===== config.mk =====
export PLATFORM = sky130hd
export DESIGN_NAME = exec_stage
export DESIGN_NICKNAME = d
export VERILOG_FILES = /design/src/rtl/exec_stage.sv
export SDC_FILE = /design/constraint.sdc
export NUM_CORES = 1
export LEC_CHECK = 0
export BUFFER_PORTS_ARGS = -buffer_cell sky130_fd_sc_hd__buf_2
export CORE_MARGIN = 3
export CORE_UTILIZATION = 35
export CTS_BUF_LIST = sky130_fd_sc_hd__clkbuf_4
export DETAILED_ROUTE_END_ITERATION = 12
export MAX_ROUTING_LAYER = met4
export PLACE_DENSITY = 0.55
export SYNTH_ARGS = -nofsm -noshare
export SYNTH_HDL_FRONTEND = slang
export SYNTH_SLANG_ARGS = --single-unit

===== constraint.sdc =====
create_clock -name clk -period 4.7 [get_ports clk]
set_input_delay 0.235 -clock clk [delete_from_list [all_inputs] [get_ports clk]]
set_output_delay 0.235 -clock clk [all_outputs]
set_load 0.01 [all_outputs]

===== src/rtl/exec_stage.sv =====
// Purpose: ALU execute stage with registered result/flags and a one-entry EMPTY/FULL output buffer.
// Latency: 1 cycle from accepted operand set to c_out/status; full throughput when out_ready stays high.
// Backpressure: in_ready = EMPTY | out_ready, so a stalled FULL stage holds its result and ignores inputs.
// Option: define EXEC_STAGE_OVF_EN to drive status[1] (V) with signed overflow; otherwise V is tied to 0.
module exec_stage (
    input  logic        clk,
    input  logic        reset,
    input  logic        in_valid,
    output logic        in_ready,
    input  logic [15:0] a_in,
    input  logic [15:0] b_shifted,
    input  logic [15:0] sximm5,
    input  logic        asel,
    input  logic        bsel,
    input  logic [1:0]  aluop,
    input  logic        loads,
    output logic        out_valid,
    input  logic        out_ready,
    output logic [15:0] c_out,
    output logic [2:0]  status
);

    typedef enum logic {
        EMPTY = 1'b0,
        FULL  = 1'b1
    } state_t;

    localparam logic [1:0] OP_ADD = 2'b00;
    localparam logic [1:0] OP_SUB = 2'b01;
    localparam logic [1:0] OP_AND = 2'b10;
    localparam logic [1:0] OP_NOT = 2'b11;

    state_t      r_state;
    state_t      w_next_state;
    logic        w_accept;
    logic [15:0] w_ain;
    logic [15:0] w_bin;
    logic [15:0] w_result;
    logic        w_ovf;
    logic [15:0] r_c_out;
    logic [2:0]  r_status;

    // ALU operand muxing and function select
    always_comb begin
        w_ain    = asel ? 16'h0000 : a_in;
        w_bin    = bsel ? sximm5 : b_shifted;
        w_result = 16'h0000;
        case (aluop)
            OP_ADD:  w_result = w_ain + w_bin;
            OP_SUB:  w_result = w_ain - w_bin;
            OP_AND:  w_result = w_ain & w_bin;
            OP_NOT:  w_result = ~w_bin;
            default: w_result = 16'h0000;
        endcase
    end

`ifdef EXEC_STAGE_OVF_EN
    // Signed overflow: operand signs agree (ADD) or differ (SUB) and the result sign flips away from A
    always_comb begin
        w_ovf = 1'b0;
        case (aluop)
            OP_ADD:  w_ovf = (w_ain[15] == w_bin[15]) && (w_result[15] != w_ain[15]);
            OP_SUB:  w_ovf = (w_ain[15] != w_bin[15]) && (w_result[15] != w_ain[15]);
            default: w_ovf = 1'b0;
        endcase
    end
`else
    assign w_ovf = 1'b0;
`endif

    // Handshake and next-state: a FULL stage frees itself only when downstream consumes
    always_comb begin
        in_ready     = (r_state == EMPTY) || out_ready;
        w_accept     = in_valid && in_ready;
        w_next_state = r_state;
        case (r_state)
            EMPTY: if (w_accept) w_next_state = FULL;
            FULL:  if (out_ready) w_next_state = w_accept ? FULL : EMPTY;
            default: w_next_state = EMPTY;
        endcase
    end

    // State register; reset wins over any same-cycle accept
    always_ff @(posedge clk) begin
        if (reset) r_state <= EMPTY;
        else       r_state <= w_next_state;
    end

    // Result and flag registers load only on accept; flags additionally gated by loads
    always_ff @(posedge clk) begin
        if (reset) begin
            r_c_out  <= 16'h0000;
            r_status <= 3'b000;
        end else if (w_accept) begin
            r_c_out <= w_result;
            if (loads) r_status <= {w_result[15], w_ovf, (w_result == 16'h0000)};
        end
    end

    assign out_valid = (r_state == FULL);
    assign c_out     = r_c_out;
    assign status    = r_status;

endmodule

==> reports/summary.txt <==
status - completed
residual DRC count - 0
antenna violations before repair - 0
Leakage - 1.37 nW
Final HPWL DP - 5760 um
Site Rows - 30
min cycle time layout - 3910 ps
Setup CP Type - in2reg
Syn Area/Cell - 7.23 um^2
mapped cell area - 2570 um^2
share of the synthesized area in the top cell type - 0.148
Max Cap Viol - 0
Reg2Reg Capture Point - status[0]$_SDFFE_PP0P_
number of clock sinks - 19
r2r setup slk - 1920 ps
Reg2Reg Depth - 10
post-CTS sizing - 0
VDD IR-drop max - 0.0749 mV
prevailing post-synth register cell - dfxtp_1
Post-synth EDFFs - 0
die area - 8410 um^2
share of layout cells above drive strength 1 - 0.215
via count - 2659
Initial Util - 0.370
root buf cell - clkbuf_4
register area share after synthesis - 0.148
setup TNS - 0 ps
GP Congestion - 0.876
Die Width - 91.7 um
vias in the first global route - 2436
cts hold-fix bufs - 0
WP data arrival - 4120 ps
Slew Limit Fails - 0
Setup crit start kind - input port
Gate Count Post-Synth - 356
Avg WL per Cell - 13.3 um
post-synth cell types - 54
largest net degree at the start of global routing - 35
Post-CTS Setup Bufs - 0
Antenna Cells - 0
RSZ-0062 raised after global routing - no
vias per cell - 5.12
Post-Syn Nets - 431
flop and latch count out of synthesis - 19
Core Util, Final - 0.440
worst slew pin tran - 459 ps
CTS tree - built
total gr overflow - 0
htree depth - 1
DR iter-0 viols - 150
First-pass DRT Iterations - 4
Tot Pwr - 624 uW
CP Capture Point - status[0]$_SDFFE_PP0P_
pwr dens - 204 nW/um^2
CTS Buffer Depth - 2
Core Box Area - 6940 um^2
Period Utilization, post-route - 0.832
worst skew pair latency - 290 ps
top cells by area, synth - dfxtp_1 (15%), ha_1 (8.3%), mux2i_1 (7.4%), nand2_1 (5.7%), a21oi_1 (5.1%)
Async SR Flop Fraction - 0
R2R Path Start - out_valid$_SDFF_PP0_
nets - 499
clk slew on worst S/H paths - 100 ps
I/O pin cnt - 78
leading area contributor after synthesis - dfxtp_1
worst-path fanout max - 20
global-route wire length before repair - 11600 um
Worst Setup SP - bsel
cts bufs inserted - 3
Hold WC Path Type - in2reg
gr usage total - 0.167
fmax - 256 MHz
Slew HR - 0.685
required time of the critical path - 4910 ps
CP endpoint kind - register
Die H - 91.7 um
remaining antenna violation count - 0
port bufs - 76
routed wire length - 6890 um
final number of hold-violating endpoints - 0
Final setup violation count - 0
Synth Warn # - 0
clk_skew - 5.24 ps
area grow syn2layout - 18.8%
## synth_stat cells (all sizes together) (12+ instances only)
| cell type | number |
|---|---|
| dfxtp | 19 |
| nor2 | 30 |
| o21ai | 26 |
| nor3b | 12 |
| a211oi | 12 |
| mux2i | 20 |
| ha | 17 |
| nand2 | 39 |
| clkbuf | 12 |
| xor2 | 12 |
| a21oi | 26 |
| nor2b | 20 |
## cells in the final DEF, fill, tap and decap left out, types with 3 or more instances in the layout
master,Yosys,final
buf_2,2,76
nand2_1,39,39
nor2_1,30,30
a21oi_1,26,26
o21ai_0,23,23
nor2b_1,20,20
mux2i_1,19,19
dfxtp_1,19,19
ha_1,17,17
xor2_1,12,12
nor3b_1,12,12
a211oi_1,12,12
nor3_1,11,11
xnor2_1,11,11
nand2b_1,10,10
inv_1,10,10
nand3_1,5,5
a21o_1,5,5
buf_4,2,5
o21a_1,4,4
a31oi_1,4,4
clkbuf_4,0,4
nor4_1,3,3
o31ai_1,3,3
or3_1,3,3
o21ai_1,3,3
and2_1,3,3
and3_1,3,3
## routing by layer
layer / vias up / global-route usage / wire (um)
met3: 4 / 0.00574 / 356
met5: - / - / 0
met1: 1170 / 0.255 / 3660
met4: 0 / 0.0223 / 32
met2: 75 / 0.248 / 2840
li1: 1410 / - / -
## critical path, cell delays in order
cell and delay (ps):
buf_2 190, buf_4 250, nor4_1 410, o211ai_1 200
nand2_1 130, xnor2_1 140, ha_1 310, a21o_1 240
o32a_1 330, o41ai_4 80, xor2_1 180, mux2i_1 100
or4b_1 540, nand4bb_1 180, or4_1 420, o31ai_2 180
## power by group
part | total, mW | switching (mW) | internal (mW) | leakage (nW)
clock network | 0.0875 | 0.0488 | 0.0388 | 0.0184
logic | 0.355 | 0.201 | 0.153 | 1.19
registers | 0.182 | 0.00637 | 0.175 | 0.157
total | 0.624 | 0.256 | 0.368 | 1.37
## worst min-delay path by stage
stage / endpoint / from / depth (start not counted) / slack, ps
detailed placement: c_out[10]$_SDFFE_PP0P_ / c_out[10]$_SDFFE_PP0P_ / 2 / 450
floorplan: status[2]$_SDFFE_PP0P_ / loads / 1 / 340
global route: status[2]$_SDFFE_PP0P_ / loads / 2 / 160
global placement: c_out[10]$_SDFFE_PP0P_ / c_out[10]$_SDFFE_PP0P_ / 2 / 440
finish: status[2]$_SDFFE_PP0P_ / loads / 2 / 160
CTS: status[2]$_SDFFE_PP0P_ / loads / 2 / 160
## logic make-up after synthesis
logic type,after synthesis,synth area share
AO/OA/AOI/OAI,97,0.248
XOR/XNOR,23,0.0783
adder cells (fa/ha/maj),18,0.0905
buffers and inverters,29,0.0491
flip-flops,19,0.148
multiplexers,20,0.0827
other,1,0.00146
AND/OR/NAND/NOR,149,0.302
## flip-flops by register name (all words and copies together), names as in the netlist
name	count
c_out	16
out_valid	1
status	2
## final cells by class
cell class / count / area [um^2]
Timing Repair Buffer: 81 / 418
Sequential cell: 19 / 380
Clock buffer: 4 / 30.0
Tap cell: 96 / 120
Inverter: 11 / 41.3
Multi-Input combinational cell: 308 / 2070
Fill cell: 772 / 3890
## per-stage QoR
step                hold slack [ps]  area (um^2)  setup slack, ps  instances
floorplan                       345         2570              518        356
global placement                440         3030              578        515
detailed placement              446         3030              532        515
CTS                             156         3060              823        519
global route                    159         3060              433        519
finish                          159         3060              792        519
Power figures use the tool's default switching activity.
